===== src/rtl/dmem_port_arbiter.sv =====
// rtl/dmem_port_arbiter.sv - serialises two lane memory accesses onto one DCache port, lane A first.
// Optional performance counters are enabled with DMEM_ARB_PERF_EN.
module dmem_port_arbiter (
    input  logic        clk,
    input  logic        reset,
    input  logic        reqA,
    input  logic        wenA,
    input  logic [31:0] addrA,
    input  logic [31:0] wdataA,
    output logic [31:0] rdataA,
    input  logic        reqB,
    input  logic        wenB,
    input  logic [31:0] addrB,
    input  logic [31:0] wdataB,
    output logic [31:0] rdataB,
    input  logic        DReady,
    input  logic [31:0] DReadData,
    output logic        Den,
    output logic        DWen,
    output logic [31:0] DAddr,
    output logic [31:0] DWriteData,
    output logic        stall
`ifdef DMEM_ARB_PERF_EN
    ,
    output logic [31:0] perf_dual,
    output logic [31:0] perf_wait
`endif
);

    typedef enum logic [1:0] {IDLE, SERVE_A, SERVE_B, DONE} state_t;

    state_t state, state_next;

    always_ff @(posedge clk) begin
        if (!reset) begin
            state  <= IDLE;
            rdataA <= 32'd0;
            rdataB <= 32'd0;
        end else begin
            state <= state_next;
            if (state == SERVE_A && DReady && !wenA) rdataA <= DReadData;
            if (state == SERVE_B && DReady && !wenB) rdataB <= DReadData;
        end
    end

    // Request set is sampled only in IDLE; the pipeline holds it stable while stalled.
    always_comb begin
        state_next = state;
        Den        = 1'b0;
        DWen       = 1'b0;
        DAddr      = 32'd0;
        DWriteData = 32'd0;
        stall      = 1'b0;
        case (state)
            IDLE: begin
                stall = reqA | reqB;
                if (reqA)      state_next = SERVE_A;
                else if (reqB) state_next = SERVE_B;
            end
            SERVE_A: begin
                stall      = 1'b1;
                Den        = 1'b1;
                DWen       = wenA;
                DAddr      = addrA;
                DWriteData = wdataA;
                if (DReady) state_next = reqB ? SERVE_B : DONE;
            end
            SERVE_B: begin
                stall      = 1'b1;
                Den        = 1'b1;
                DWen       = wenB;
                DAddr      = addrB;
                DWriteData = wdataB;
                if (DReady) state_next = DONE;
            end
            DONE: begin
                state_next = IDLE;
            end
            default: state_next = IDLE;
        endcase
    end

`ifdef DMEM_ARB_PERF_EN
    always_ff @(posedge clk) begin
        if (!reset) begin
            perf_dual <= 32'd0;
            perf_wait <= 32'd0;
        end else begin
            if (state == SERVE_A && DReady && reqB) perf_dual <= perf_dual + 32'd1;
            if ((state == SERVE_A || state == SERVE_B) && !DReady) perf_wait <= perf_wait + 32'd1;
        end
    end
`endif

endmodule


===== config.mk =====
export PLATFORM = sky130hd
export DESIGN_NAME = dmem_port_arbiter
export DESIGN_NICKNAME = d
export VERILOG_FILES = /design/src/rtl/dmem_port_arbiter.sv
export SDC_FILE = /design/constraint.sdc
export NUM_CORES = 1
export LEC_CHECK = 0
export BUFFER_PORTS_ARGS = -buffer_cell sky130_fd_sc_hd__buf_4
export CAP_MARGIN = 30
export CORE_AREA = 2 2 116 118
export DETAILED_ROUTE_END_ITERATION = 8
export DIE_AREA = 0 0 118 120
export PLACE_DENSITY_LB_ADDON = 0.12
export SLEW_MARGIN = 30
export SYNTH_ARGS = -nofsm -noshare
export SYNTH_HDL_FRONTEND = slang
export SYNTH_SLANG_ARGS = --single-unit

===== constraint.sdc =====
create_clock -name clk -period 4.7 [get_ports clk]
set_input_delay 0.705 -clock clk [delete_from_list [all_inputs] [get_ports clk]]
set_output_delay 0.705 -clock clk [all_outputs]
set_load 0.03 [all_outputs]

## Yosys cells after proc, flatten, opt, wreduce, memory -nomap -nowiden

Index checks and enable logic that the tools add are counted.

| storage, ports and cells | value |
|---|---|
| register bits after elaboration | 66 |
| latch bits | 0 |
| bits in writable memories | 0 |
| ROM bits | 0 |
| input port bits | 167 |
| output and inout port bits | 131 |
| word-level logic and storage cells | 30 |
| memories kept | 0 |

| operators by class | value |
|---|---|
| add/subtract/negate cells | 0 |
| multiply operators | 0 |
| div/mod/pow operators | 0 |
| $lt $le $gt $ge | 0 |
| equal/unequal tests | 6 |
| shifts and indexed selects | 0 |
| multiplexer cells | 11 |
| bitwise logic cells | 1 |
| reductions and logical operators | 9 |

Operator list:

| operator | count |
|---|---|
| 32-bit one-hot mux with 2 select lines | 2 |
| 2-bit two-way mux | 4 |
| 2-bit one-hot mux with 4 select lines | 1 |
| 2-bit equality test (second input constant) | 2 |
| 1-bit logical AND | 4 |
| 2-bit inequality test (second input constant) | 2 |
| 1-bit one-hot mux with 2 select lines | 2 |
| 3-bit inequality test (second input constant) | 1 |
| 3-bit AND reduction | 1 |
| 2-bit by 1-bit equality test with 1-bit output (second input constant) | 1 |
| 1-bit logical NOT | 2 |
| 2-bit logical NOT | 1 |
| 1-bit two-way mux | 2 |
| 2-bit OR reduction | 1 |
| 1-bit bitwise OR | 1 |

## Depth between registers and ports, before layout

| depth | value |
|---|---|
| depth after elaboration | 3 |
| depth in mapped cells | 7 |
| depth with buffers taken out | 5 |

## Worst setup path before layout

OpenSTA, ideal clock, no wires.

| timing path | value |
|---|---|
| path kind | register to output |
| from | register state[1] |
| to | output DWriteData[10] |
| arrival time | 1.819 ns |
| data required time | 3.995 ns |
| path slack | 2.176 ns |
| stages on the path, launching flop included | 7 |
| buffers on the path | 2 |
| cell sequence | dfxtp_1 > inv_1 > ha_1 > inv_1 > buf_2 > buf_1 > nor2_1 |

| between the ends | value |
|---|---|
| longest elaborated chain between the ends | 2 |

RTL lines:

| item | RTL line | source |
|---|---|---|
| start, declared | 32 | `state_t state, state_next;` |
| start signal, assigned | 40 | `state <= state_next;` |
| 2-bit equality test or 2-bit by 1-bit equality test with 1-bit output (tied branches) | 54 | `case (state)` |
| 32-bit one-hot mux with 2 select lines (*) | 54 |  |
| end, declared | 21 | `output logic [31:0] DWriteData,` |

Mark *: on every way between the ends. The rest lies on a longest branch, timed or not.

## Worst setup path after layout

| timing path | value |
|---|---|
| from | register state[1] |
| to | output DAddr[7] |

| between the ends | value |
|---|---|
| longest elaborated chain between the ends | 2 |

RTL lines:

| item | RTL line | source |
|---|---|---|
| 2-bit equality test or 2-bit by 1-bit equality test with 1-bit output (tied branches) | 54 |  |
| 32-bit one-hot mux with 2 select lines (*) | 54 |  |
| end, declared | 20 | `output logic [31:0] DAddr,` |

Marks and branches as above.

==> flow_summary.ini <==
[die]
num_rows = 42
core_mm2 = 0.0130
die_h_um = 120
die_area_mm2 = 0.0142
fp.dieW_um = 118
num_io_pins = 298
start_util_pct = 26.6

[synth]
synth-xor-area-share_pct = 0
yosys.area_share.adder_pct = 2.17
synth_top_area_share_pct = 38.3
synthMuxAreaShare_pct = 0.580
yosys_most_used_dff = dfxtp_1
seq_area_frac_synth_pct = 38.3
synthSimpleGateAreaFrac_pct = 22.8
synth_top_area_cell = dfxtp_1
synth_edf_count = 0
ys_ff_latch = 66
async_flop_share_pct = 0
syn_avg_cell_area_um2 = 7.56
yosysUniqueCellTypes = 23
syn_nets = 630
synth_area_mm2 = 0.00345
synth_area_leaders = dfxtp_1, nand2_1, a22oi_1
synth_top_family_by_area = compound AO/OA/AOI/OAI gates
synth_cells = 457
ys_warn_count = 0
synth_compound_area_share_pct = 29.1

[place]
place_hpwl_mm = 11.0
gp_congestion = 0.913
io_buffers = 297

[sta]
skew_ns = 0.00511
tightest_slew_ns = 0.855
period_share_pct = 67.0
rsz0062_at_grt = no
hold-worst-slack_ns = 0.449
slew_headroom_pct = 43.0
hold_viol = 0
drv_slew = 0
setup_tns_ns = 0
min_period_ns = 3.15
finalSetupViolations = 0
fmax_ghz = 0.318

[clocking]
cts-hold-fix-buffers = 0
clk_pin_slew_worst_paths_ns = 0.05
cts_sinks = 66
post_cts_resized = 0
tritoncts = yes
cts-root-buf = clkbuf_16
postCtsSetupBuffers = 0
cts.path.max_buffers = 2
cts_max_level = 3
clk_latency_ns = 0.33
cts_buffers = 9

[worst_setup_path]
crit_chain = inv_1 -> ha_2 -> buf_4 -> a22oi_1 -> nor2_1 -> buf_4
cp-start-kind = flip-flop
worst_path_largest_cell_delay_ns = 0.76
end_kind = output pin
cp_max_fo = 45
critPathBufInv = 3
cp.required_ns = 3.99
path_class = flip-flop to output pin
path_delay_family = adder cells
arrival_ns = 2.44
path_common_cell = buf_4
cp_slowest_cell = ha_2

[finish]
syn_to_final_growth_pct = 74.8
antennaDiodeCount = 0
drive_above_1_share_pct = 43.9
final_cell_mix = buf_4, nand2_1, nor2_1, dfxtp_1, a22oi_1
fin_nets = 901
layout_commonest_cell = buf_4

[route]
drc_errors = 0
post_drt_wl_per_cell_um = 15.7
first_pass_iters = 4
drt_iter0_markers = 276
vias = 4242
ant_nets = 0
vias_per_cell = 4.67
drt_wl_total_mm = 14.3

[pwr]
worst_ir_drop_vdd_mv = 0.351
p_leak_nw = 2.71
power_density_mw_per_mm2 = 479

[flow_run]
cap_viol_max_count = 0

[global_route]
antenna_found_initial = 0
grt_overflow = 0
grt_max_degree = 69
grt_pass1_wl_mm = 21.6
grt_usage_pct = 19.2
grt_pass1_vias = 4089

[hold_path]
min_path_type = flip-flop to flip-flop

[outcome]
status = completed
power by group:
part	switching (mW)	total, mW	internal (mW)
Combinational	1.03	1.61	0.587
Sequential	0.0274	0.628	0.601
Clock	0.243	0.652	0.409
per-stage QoR:
stage	worst slack [ns]	utilization [%]	total power, mW	area [um2]	cells
5_1_grt	1.33	46.5	3.06	6040	909
4_1_cts	1.53	46.5	2.93	6040	909
3_5_place_dp	1.90	44.2	2.26	5740	893
6_report	1.55	46.5	2.89	6040	909
2_1_floorplan	2.18	-	1.67	3450	457
3_3_place_gp	1.95	43.9	2.19	5700	892
final timing paths:
kind         cells past startpoint          to  startpoint  slack, ns
max                              6    DAddr[7]    state[1]       1.55
min                              2  rdataB[29]  rdataB[29]       0.45
max reg2reg                      5   rdataA[0]    state[1]       2.29
min reg2reg                      2  rdataB[29]  rdataB[29]       0.45
flip-flops by register name, summed over array words and instances, names as in the netlist:
register / count
rdataA: 32
rdataB: 32
state: 2
Yosys cell counts (3+ instances only):
| master | number |
|---|---|
| buf_6 | 5 |
| nand2_1 | 131 |
| nor2_1 | 67 |
| a21boi_0 | 20 |
| dfxtp_1 | 66 |
| buf_2 | 19 |
| inv_1 | 3 |
| a21boi_1 | 44 |
| clkbuf_1 | 12 |
| a22oi_1 | 65 |
| buf_4 | 4 |
| ha_1 | 6 |
cell families after synthesis:
logic type	Yosys count
AOI/OAI and AO/OA	134
buffers and inverters	45
adders and majority gates	6
and+or+nand+nor	204
muxes	2
DFF	66
worst register-to-register path, cell delays in order, from the launching register on:
cell	delay [ns]
dfxtp_1	0.37
inv_1	0.13
ha_2	0.76
and3b_2	0.75
nand2_1	0.13
a21boi_0	0.19
metal layers:
layer	wire [um]	vias up	track usage [%]
met5	0	-	0
met4	347	0	7.15
met3	1080	22	6.18
met2	7580	172	34.4
met1	5300	1956	21.3
li1	-	2092	-
final cells by class:
type	instances	area (um2)
inverter	3	11.3
timing repair buffer	302	2290
sequential	66	1320
clock inverter	7	68.8
tap	176	220
clock buffer	9	225
multi-input combinational	346	1900
fill	1347	6940
(Power assumes the default switching activity.)
